[src/rtl/wb_master_arbiter_pkg.sv]
`default_nettype none
// ============================================================================
//  Module   : wb_master_arbiter_pkg
//  Purpose  : Shared state encodings and limits for the Wishbone master
//             arbiter and its round-robin picker.
//  Revision : 1.0  initial release
// ============================================================================
package wb_master_arbiter_pkg;

    // Largest requester count the picker and muxes are sized for
    localparam int c_max_masters = 8;

    // Arbiter states with an explicit two-bit encoding
    typedef enum logic [1:0] {
        WBARB_IDLE = 2'd0,
        WBARB_OWN  = 2'd1,
        WBARB_ERR  = 2'd2
    } arb_state_t;

    // Watchdog counter width; a disabled watchdog still keeps one bit
    function automatic int wdog_width(input int timeout);
        return (timeout > 0) ? $clog2(timeout + 1) : 1;
    endfunction

endpackage
`default_nettype wire

[src/rtl/wb_master_arbiter_rr_pick.sv]
`default_nettype none
// ============================================================================
//  Module   : wb_master_arbiter_rr_pick
//  Purpose  : Combinational round-robin picker. Returns the first requester
//             found scanning upward from i_ptr+1, wrapping back to i_ptr.
//  Revision : 1.0  initial release
// ============================================================================
module wb_master_arbiter_rr_pick #(
    parameter int NUM_MASTERS = 2,
    parameter int PTR_W       = 1
) (
    input  logic [NUM_MASTERS-1:0] i_req,
    input  logic [PTR_W-1:0]       i_ptr,
    output logic [NUM_MASTERS-1:0] o_grant,
    output logic [PTR_W-1:0]       o_idx,
    output logic                   o_valid
);

    // Two passes: masters above the pointer first, then the wrapped range
    always_comb begin
        o_grant = '0;
        o_idx   = '0;
        o_valid = 1'b0;
        for (int i = 0; i < NUM_MASTERS; i++) begin
            if (!o_valid && (i > int'(i_ptr)) && i_req[i]) begin
                o_valid    = 1'b1;
                o_grant[i] = 1'b1;
                o_idx      = PTR_W'(i);
            end
        end
        for (int i = 0; i < NUM_MASTERS; i++) begin
            if (!o_valid && (i <= int'(i_ptr)) && i_req[i]) begin
                o_valid    = 1'b1;
                o_grant[i] = 1'b1;
                o_idx      = PTR_W'(i);
            end
        end
    end

endmodule
`default_nettype wire

[src/rtl/wb_master_arbiter.sv]
`default_nettype none
// ============================================================================
//  Module   : wb_master_arbiter
//  Purpose  : Shares one Wishbone B4 classic slave port between several CPU
//             side masters. Round-robin grant held for a whole CYC tenure;
//             a watchdog ends stalled strobes with a one-cycle ERR.
//  Revision : 1.0  initial release
// ============================================================================
module wb_master_arbiter
    import wb_master_arbiter_pkg::*;
#(
    parameter int NUM_MASTERS    = 2,
    parameter int TIMEOUT_CYCLES = 255
) (
    input  logic                      CLK_I,
    input  logic                      RST_N_I,
    input  logic [NUM_MASTERS-1:0]    M_CYC_I,
    input  logic [NUM_MASTERS-1:0]    M_STB_I,
    input  logic [NUM_MASTERS-1:0]    M_WE_I,
    input  logic [4*NUM_MASTERS-1:0]  M_SEL_I,
    input  logic [32*NUM_MASTERS-1:0] M_ADR_I,
    input  logic [32*NUM_MASTERS-1:0] M_DAT_I,
    output logic [31:0]               M_DAT_O,
    output logic [NUM_MASTERS-1:0]    M_ACK_O,
    output logic [NUM_MASTERS-1:0]    M_ERR_O,
    output logic                      S_CYC_O,
    output logic                      S_STB_O,
    output logic                      S_WE_O,
    output logic [3:0]                S_SEL_O,
    output logic [31:0]               S_ADR_O,
    output logic [31:0]               S_DAT_O,
    input  logic                      S_ACK_I,
    input  logic [31:0]               S_DAT_I,
    output logic [NUM_MASTERS-1:0]    O_grant
);

    localparam int PTR_W = $clog2(NUM_MASTERS);
    localparam int WDOG_W = wdog_width(TIMEOUT_CYCLES);
    localparam logic [WDOG_W-1:0] c_wdog_limit = WDOG_W'(TIMEOUT_CYCLES);
    localparam logic c_wdog_en = (TIMEOUT_CYCLES > 0);

    generate
        if (NUM_MASTERS < 2 || NUM_MASTERS > c_max_masters) begin : g_bad_n
            $error("wb_master_arbiter: NUM_MASTERS out of range");
        end
    endgenerate

    arb_state_t              r_state, w_state_nxt;
    logic [NUM_MASTERS-1:0]  r_grant, w_grant_nxt;
    logic [PTR_W-1:0]        r_ptr, w_ptr_nxt;
    logic [WDOG_W-1:0]       r_wdog, w_wdog_nxt;

    logic [NUM_MASTERS-1:0]  w_pick_grant;
    logic [PTR_W-1:0]        w_pick_idx;
    logic                    w_pick_valid;

    logic [3:0]              w_sel [NUM_MASTERS];
    logic [31:0]             w_adr [NUM_MASTERS];
    logic [31:0]             w_dat [NUM_MASTERS];

    logic                    w_own, w_owner_cyc, w_stall, w_err;

    // Split the packed per-master buses into indexable arrays
    generate
        for (genvar m = 0; m < NUM_MASTERS; m++) begin : g_unpack
            assign w_sel[m] = M_SEL_I[4*m +: 4];
            assign w_adr[m] = M_ADR_I[32*m +: 32];
            assign w_dat[m] = M_DAT_I[32*m +: 32];
        end
    endgenerate

    wb_master_arbiter_rr_pick #(
        .NUM_MASTERS (NUM_MASTERS),
        .PTR_W       (PTR_W)
    ) u_pick (
        .i_req   (M_CYC_I),
        .i_ptr   (r_ptr),
        .o_grant (w_pick_grant),
        .o_idx   (w_pick_idx),
        .o_valid (w_pick_valid)
    );

    // Slave-side mux: the pointer holds the owner index during a tenure
    always_comb begin
        w_own       = (r_state == WBARB_OWN);
        w_owner_cyc = M_CYC_I[r_ptr];
        S_CYC_O     = w_own & w_owner_cyc;
        S_STB_O     = S_CYC_O & M_STB_I[r_ptr];
        S_WE_O      = w_own & M_WE_I[r_ptr];
        S_SEL_O     = w_own ? w_sel[r_ptr] : 4'h0;
        S_ADR_O     = w_own ? w_adr[r_ptr] : 32'h0;
        S_DAT_O     = w_own ? w_dat[r_ptr] : 32'h0;
        M_DAT_O     = S_DAT_I;
        w_stall     = S_STB_O & ~S_ACK_I;
        // ACK on the limit cycle wins because ERR needs ACK low
        w_err       = c_wdog_en & w_stall & (r_wdog == c_wdog_limit);
        M_ACK_O     = r_grant & {NUM_MASTERS{S_ACK_I & S_STB_O}};
        M_ERR_O     = r_grant & {NUM_MASTERS{w_err}};
        O_grant     = r_grant;
    end

    // Next-state, grant/pointer and watchdog update
    always_comb begin
        w_state_nxt = r_state;
        w_grant_nxt = r_grant;
        w_ptr_nxt   = r_ptr;
        w_wdog_nxt  = '0;
        case (r_state)
            WBARB_IDLE: begin
                if (w_pick_valid) begin
                    w_state_nxt = WBARB_OWN;
                    w_grant_nxt = w_pick_grant;
                    w_ptr_nxt   = w_pick_idx;
                end
            end
            WBARB_OWN: begin
                if (!w_owner_cyc) begin
                    w_state_nxt = WBARB_IDLE;
                    w_grant_nxt = '0;
                end else if (w_err) begin
                    w_state_nxt = WBARB_ERR;
                end else if (w_stall) begin
                    w_wdog_nxt = (r_wdog == c_wdog_limit) ? r_wdog : r_wdog + 1'b1;
                end
            end
            WBARB_ERR: begin
                if (!w_owner_cyc) begin
                    w_state_nxt = WBARB_IDLE;
                    w_grant_nxt = '0;
                end
            end
            default: begin
                w_state_nxt = WBARB_IDLE;
                w_grant_nxt = '0;
            end
        endcase
    end

    // State registers; pointer starts at the last master so master 0 wins first
    always_ff @(posedge CLK_I or negedge RST_N_I) begin
        if (!RST_N_I) begin
            r_state <= WBARB_IDLE;
            r_grant <= '0;
            r_ptr   <= PTR_W'(NUM_MASTERS - 1);
            r_wdog  <= '0;
        end else begin
            r_state <= w_state_nxt;
            r_grant <= w_grant_nxt;
            r_ptr   <= w_ptr_nxt;
            r_wdog  <= w_wdog_nxt;
        end
    end

endmodule
`default_nettype wire

[config.mk]
export PLATFORM = sky130hd
export DESIGN_NAME = wb_master_arbiter
export DESIGN_NICKNAME = d
export VERILOG_FILES = /design/src/rtl/wb_master_arbiter_pkg.sv /design/src/rtl/wb_master_arbiter_rr_pick.sv /design/src/rtl/wb_master_arbiter.sv
export SDC_FILE = /design/constraint.sdc
export NUM_CORES = 1
export LEC_CHECK = 0
export ABC_AREA = 1
export BUFFER_PORTS_ARGS = -buffer_cell sky130_fd_sc_hd__buf_4
export CORE_AREA = 2 2 111 113
export DETAILED_ROUTE_END_ITERATION = 10
export DIE_AREA = 0 0 113 115
export REMOVE_ABC_BUFFERS = 1
export SYNTH_ARGS = -nofsm -noshare
export SYNTH_HDL_FRONTEND = slang
export SYNTH_SLANG_ARGS = --single-unit
[constraint.sdc]
create_clock -name CLK_I -period 4.5 [get_ports CLK_I]
set_clock_uncertainty 0.15 [all_clocks]
set_input_delay 1.125 -clock CLK_I [delete_from_list [all_inputs] [get_ports CLK_I]]
set_output_delay 1.125 -clock CLK_I [all_outputs]
set_load 0.03 [all_outputs]
Word-level counts from Yosys, hierarchy flattened
Index checks and enable logic that the tools add are counted.
{"block": "classes", "n_mux": 37, "order_cmp": 4, "eq_ne": 8, "bitwise_logic": 10, "n_addsub": 1, "shifts": 0, "reduce_logical": 11, "mul": 0, "div": 0}
{"cell": "32-bit two-way mux", "n": 8}
{"cell": "8-bit two-way mux", "n": 5}
{"cell": "4-bit two-way mux", "n": 4}
{"cell": "1-bit two-way mux", "n": 13}
{"cell": "2-bit two-way mux", "n": 5}
{"cell": "8-bit by 1-bit adder with 8-bit output (second input constant)", "n": 1}
{"cell": "8-bit == test (second input constant)", "n": 1}
{"cell": "1-bit bitwise AND", "n": 6}
{"cell": "2-bit one-hot mux with 3 select lines", "n": 1}
{"cell": "5-bit inequality test (second input constant)", "n": 1}
{"cell": "2-bit bitwise AND", "n": 2}
{"cell": "1-bit logical AND", "n": 4}
{"cell": "2-bit inequality test (second input constant)", "n": 2}
{"cell": "2-bit one-hot mux with 2 select lines", "n": 1}
{"cell": "2-bit AND reduction", "n": 2}
{"cell": "3-bit by 2-bit inequality test with 1-bit output (second input constant)", "n": 1}
{"cell": "3-bit AND reduction", "n": 1}
{"cell": "2-bit by 1-bit == test with 1-bit output (second input constant)", "n": 1}
{"cell": "2-bit == test (second input constant)", "n": 1}
{"cell": "2-bit greater-or-equal comparator (second input constant)", "n": 1}
{"cell": "1-bit zero test", "n": 2}
{"cell": "2-bit zero test", "n": 1}
{"cell": "1-bit by 2-bit less-than comparator with 1-bit output (second input constant)", "n": 1}
{"cell": "2-bit by 1-bit inequality test with 1-bit output (second input constant)", "n": 1}
{"cell": "other kinds (5)", "n": 5}
{"block": "word_totals", "reg_bits": 13, "romBits": 0, "ramBits": 0, "output_inout_bits": 109, "latchBits": 0, "elab_cells": 75, "n_memories": 0}

Logic depth before layout (Yosys ltp)
{"block": "logic_depth", "depth_word": 12, "ltp_mapped": 10}

Hierarchy
Synthesis repeated with hierarchy kept, for this count alone.
{"block": "unflattened", "hier_cells": 357, "hier_area_um2": 1990.7}
{"mod": "wb_master_arbiter", "area_each_um2": 1950.6, "cells_each": 350, "seq_area_each_um2": 326.6, "n_inst": 1}
{"mod": "wb_master_arbiter_rr_pick", "area_each_um2": 40.0, "cells_each": 7, "seq_area_each_um2": 0.0, "n_inst": 1}

Worst setup path before layout
Ideal clock, no wire load.
{"block": "synth_path", "kind": "input to output", "startpoint": "input M_CYC_I[1]", "endpoint": "output M_ERR_O[0]", "t_arrival_ps": 2095, "cell_stages": 6, "path_slack_ps": 1130, "t_required_ps": 3225, "cell_sequence": "inv_1 > nand2_1 > nand3_2 > nor2_4 > nand3_2 > nor2_1"}
{"block": "synth_via", "elab_chain_len": 7}
{"item": "from (decl)", "line_no": "wb_master_arbiter.sv:17", "rtl": "input logic [NUM_MASTERS-1:0] M_CYC_I,"}
{"item": "1-bit two-way mux (not written as such) (2 in series)", "line_no": "wb_master_arbiter.sv:86", "rtl": "w_owner_cyc = M_CYC_I[r_ptr];"}
{"item": "1-bit bitwise AND", "line_no": "wb_master_arbiter.sv:87", "rtl": "S_CYC_O = w_own & w_owner_cyc;"}
{"item": "1-bit bitwise AND", "line_no": "wb_master_arbiter.sv:88", "rtl": "S_STB_O = S_CYC_O & M_STB_I[r_ptr];"}
{"item": "net S_STB_O", "line_no": "wb_master_arbiter.sv:27", "rtl": "output logic S_STB_O,"}
{"item": "1-bit bitwise AND", "line_no": "wb_master_arbiter.sv:94", "rtl": "w_stall = S_STB_O & ~S_ACK_I;"}
{"item": "1-bit bitwise AND", "line_no": "wb_master_arbiter.sv:96", "rtl": "w_err = c_wdog_en & w_stall & (r_wdog == c_wdog_limit);"}
{"item": "2-bit bitwise AND", "line_no": "wb_master_arbiter.sv:98", "rtl": "M_ERR_O = r_grant & {NUM_MASTERS{w_err}};"}
{"item": "to (decl)", "line_no": "wb_master_arbiter.sv:25", "rtl": "output logic [NUM_MASTERS-1:0] M_ERR_O,"}
The timed path passes the listed nets, and every way through them passes these cells. The select of a mux whose other input is x is not followed.

Worst setup path after layout
{"block": "layout_path", "startpoint": "register r_state[1]", "endpoint": "output S_DAT_O[23]"}
{"block": "layout_via", "elab_chain_len": 2}
{"item": "from (decl)", "line_no": "wb_master_arbiter.sv:48", "rtl": "arb_state_t r_state, w_state_nxt;"}
{"item": "from (signal assigned)", "line_no": "wb_master_arbiter.sv:147", "rtl": "r_state <= w_state_nxt;"}
{"item": "2-bit by 1-bit == test with 1-bit output", "line_no": "wb_master_arbiter.sv:85", "rtl": "w_own = (r_state == WBARB_OWN);"}
{"item": "32-bit two-way mux", "line_no": "wb_master_arbiter.sv:92", "rtl": "S_DAT_O = w_own ? w_dat[r_ptr] : 32'h0;"}
{"item": "to (decl)", "line_no": "wb_master_arbiter.sv:31", "rtl": "output logic [31:0] S_DAT_O,"}
Every way passes these cells.

==> metrics.cfg <==
[timing]
fin_setup_tns_ns=0
rsz0062_at_grt=no
slew_viol_final=0
hold_violations=0
slew_headroom_pct=53.3
tightest_slew_ns=0.700
period_share_pct=81.4
fin_crit_ns=3.66
fmax_mhz=273
setup_viol=0

[cells_and_area]
final_cell_mix=223 x buf_4, 151 x nor2_1, 69 x o21ai_0
antenna_cells=0
seq_area_um2=327
drive_above_1_share_pct=46.3
layout_commonest_cell=buf_4
nets=712
syn_to_final_growth_pct=80.2
nFillCells=1306
fin_cells=676
multi_input_area_mm2=0.00128

[logic_synthesis]
synth_fa_ha_area_share_pct=3.13
synth.area.mux_share_pct=0
yosys_warnings=0
synthXorXnorAreaFrac_pct=1.31
synth-compound-area-share_pct=19.9
synth_seq_area_share_pct=16.3
synth_area_mm2=0.00200
synth.avg_cell_area_um2=5.62
yosys.area_share.simple_pct=39.6
synth_top_family_by_area=simple AND/OR/NAND/NOR gates
synth_seq_cells=13
yosysUniqueCellTypes=31
syn_inst=356

[floorplan]
core_mm2=0.0118
initial_core_util_pct=16.9
rows=40
fp.dieH_um=115
die_w_um=113
dieArea_mm2=0.0130
io_pins=286

[global_routing]
grt_pass1_wl_um=19100
grt_antenna_before_repair=1
grt_pass1_vias=2780
grt_overflow=0
grt_usage_pct=20.4
grt_max_degree=74

[setup_path]
path_max_fanout=36
critical-path-top-delay-family=buffers and inverters
slowest_stage=ha_2
cp.arrival_ns=2.39
cp_num_cells=6
crit_path_cell_trace=inv_1 -> ha_2 -> buf_4 -> o21ai_0 -> nor2_1 -> buf_4
reg2reg_depth=8
critical_path_class=reg -> out
cpMostUsedCell=buf_4
worstPathRequired_ns=3.22
crit_path_end_kind=output port
crit_path_max_incr_delay_ns=0.61
cp_num_buf_inv=3
cp-start-kind=register

[power]
p_clk_share_pct=6.7
power_switching_mw=1.49
share_comb_of_total_power_pct=84.7
seqPwrFrac_pct=8.6
power.internal_uw=940
power.density_mw_per_mm2=673
switching_share_pct=61.3
ir_drop_v=0.000370
leakage_nw=1.90

[outcome]
status=finished with violations
violations=design-rule violations

[placement]
dp.cells=672
gp_congestion=0.887
io_buffers=221
hpwlAfterDp_um=12200

[drt]
wl_um=14100
ant_nets=0
drt_iter0_drc=217
firstDrtPassIters=9
drc=20
wl_per_cell_um=20.9
viasPerCell=4.42
vias=2986

[flow_run]
maxCapViolCount=0

[clock_tree]
clkSinkCount=13
clk_pin_slew_ns=0.04
htree_levels=1
cts_hold_buffers=0
cts_root_buf=clkbuf_16
cts_repair_resize_count=0
tritoncts=built
clk_latency_ns=0.24
cts.path.max_buffers=2
cts_setup_buffers=0
cts_buffers=3

[min_path]
hold_depth=1
min_path_type=reg -> reg

cell usage after synthesis, drive strengths merged:
master / count / area [um2]
nor3: 2 / 15.0
nand3: 9 / 65.1
ha: 5 / 62.6
and3: 1 / 6.26
dfstp: 1 / 26.3
dfrtp: 12 / 300
nor3b: 1 / 12.5
nand4: 2 / 12.5
xnor2: 1 / 8.76
xor2: 2 / 17.5
inv: 15 / 61.3
buf: 36 / 267
o31ai: 1 / 7.51
a21oi: 1 / 5.00
nor2: 153 / 589
a21boi: 2 / 18.8
clkbuf: 18 / 67.6
o21ai: 71 / 359
nand2: 22 / 92.6
o211ai: 1 / 7.51
through the flow:
step	area [um2]	power (mW)	setup WS (ns)	utilization (%)	hold WS [ns]
2_1_floorplan	1670	1.41	0.768	-	0.283
3_3_place_gp	3530	2.26	1.10	29.9	0.296
3_5_place_dp	3530	2.26	1.10	29.9	0.318
4_1_cts	3610	2.44	0.817	30.5	0.324
5_1_grt	3610	2.60	0.652	30.5	0.344
6_report	3610	2.43	0.839	30.5	0.322
registers in the layout, summed over array words and instances, names as in the netlist:
| name | count |
|---|---|
| O_grant | 2 |
| r_wdog | 8 |
| r_ptr | 1 |
| r_state | 2 |
path summary, 6_finish.rpt:
kind,startpoint,end,slack [ns]
max in group asynchronous,RST_N_I,r_ptr,3.39
hold reg to reg,r_wdog[0],r_wdog[0],0.32
setup reg to reg,r_ptr,r_state[0],2.22
min in group asynchronous,RST_N_I,O_grant[1],0.58
setup / recovery,r_state[1],S_DAT_O[23],0.84
hold / removal,r_wdog[0],r_wdog[0],0.32
worst reg2reg max path, cell delays in order, from the launching register on:
cell     delay (ns)
dfstp_2        0.98
inv_6          0.36
nand2_2        0.17
nand3_2        0.11
nor2_4         0.15
nand3_2        0.09
nand2_1        0.08
nand3_1        0.07
nand2_1        0.07
power by group through the flow:
stage / registers, mW / clock network (mW) / logic [mW]
final: 0.208 / 0.164 / 2.05
after floorplan: 0.225 / 0 / 1.19
after CTS: 0.209 / 0.170 / 2.06
after detailed placement: 0.209 / 0 / 2.05
after global placement: 0.210 / 0 / 2.05
after global routing: 0.217 / 0.176 / 2.21
layout make-up:
type | count | share of cell area, %
Multi-Input combinational cell | 274 | 35.6
Clock buffer | 4 | 2.19
Tap cell | 147 | 5.10
Inverter | 15 | 1.70
Timing Repair Buffer | 223 | 46.4
Sequential cell | 13 | 9.05
layer usage:
metal	global-route usage, %	part of all wire, %	up-vias
met4	6.18	2.9	2
met3	16.5	21	14
met5	0	0.050	-
met2	32.7	45	212
li1	-	-	1448
met1	20.2	31	1310
logic make-up after synthesis:
family / after synthesis
buffers and inverters: 69
adder cells (fa/ha/maj): 5
AND/OR/NAND/NOR: 190
AO/OA/AOI/OAI: 76
XOR/XNOR: 3
flip-flops: 13
(Power assumes the default switching activity.)
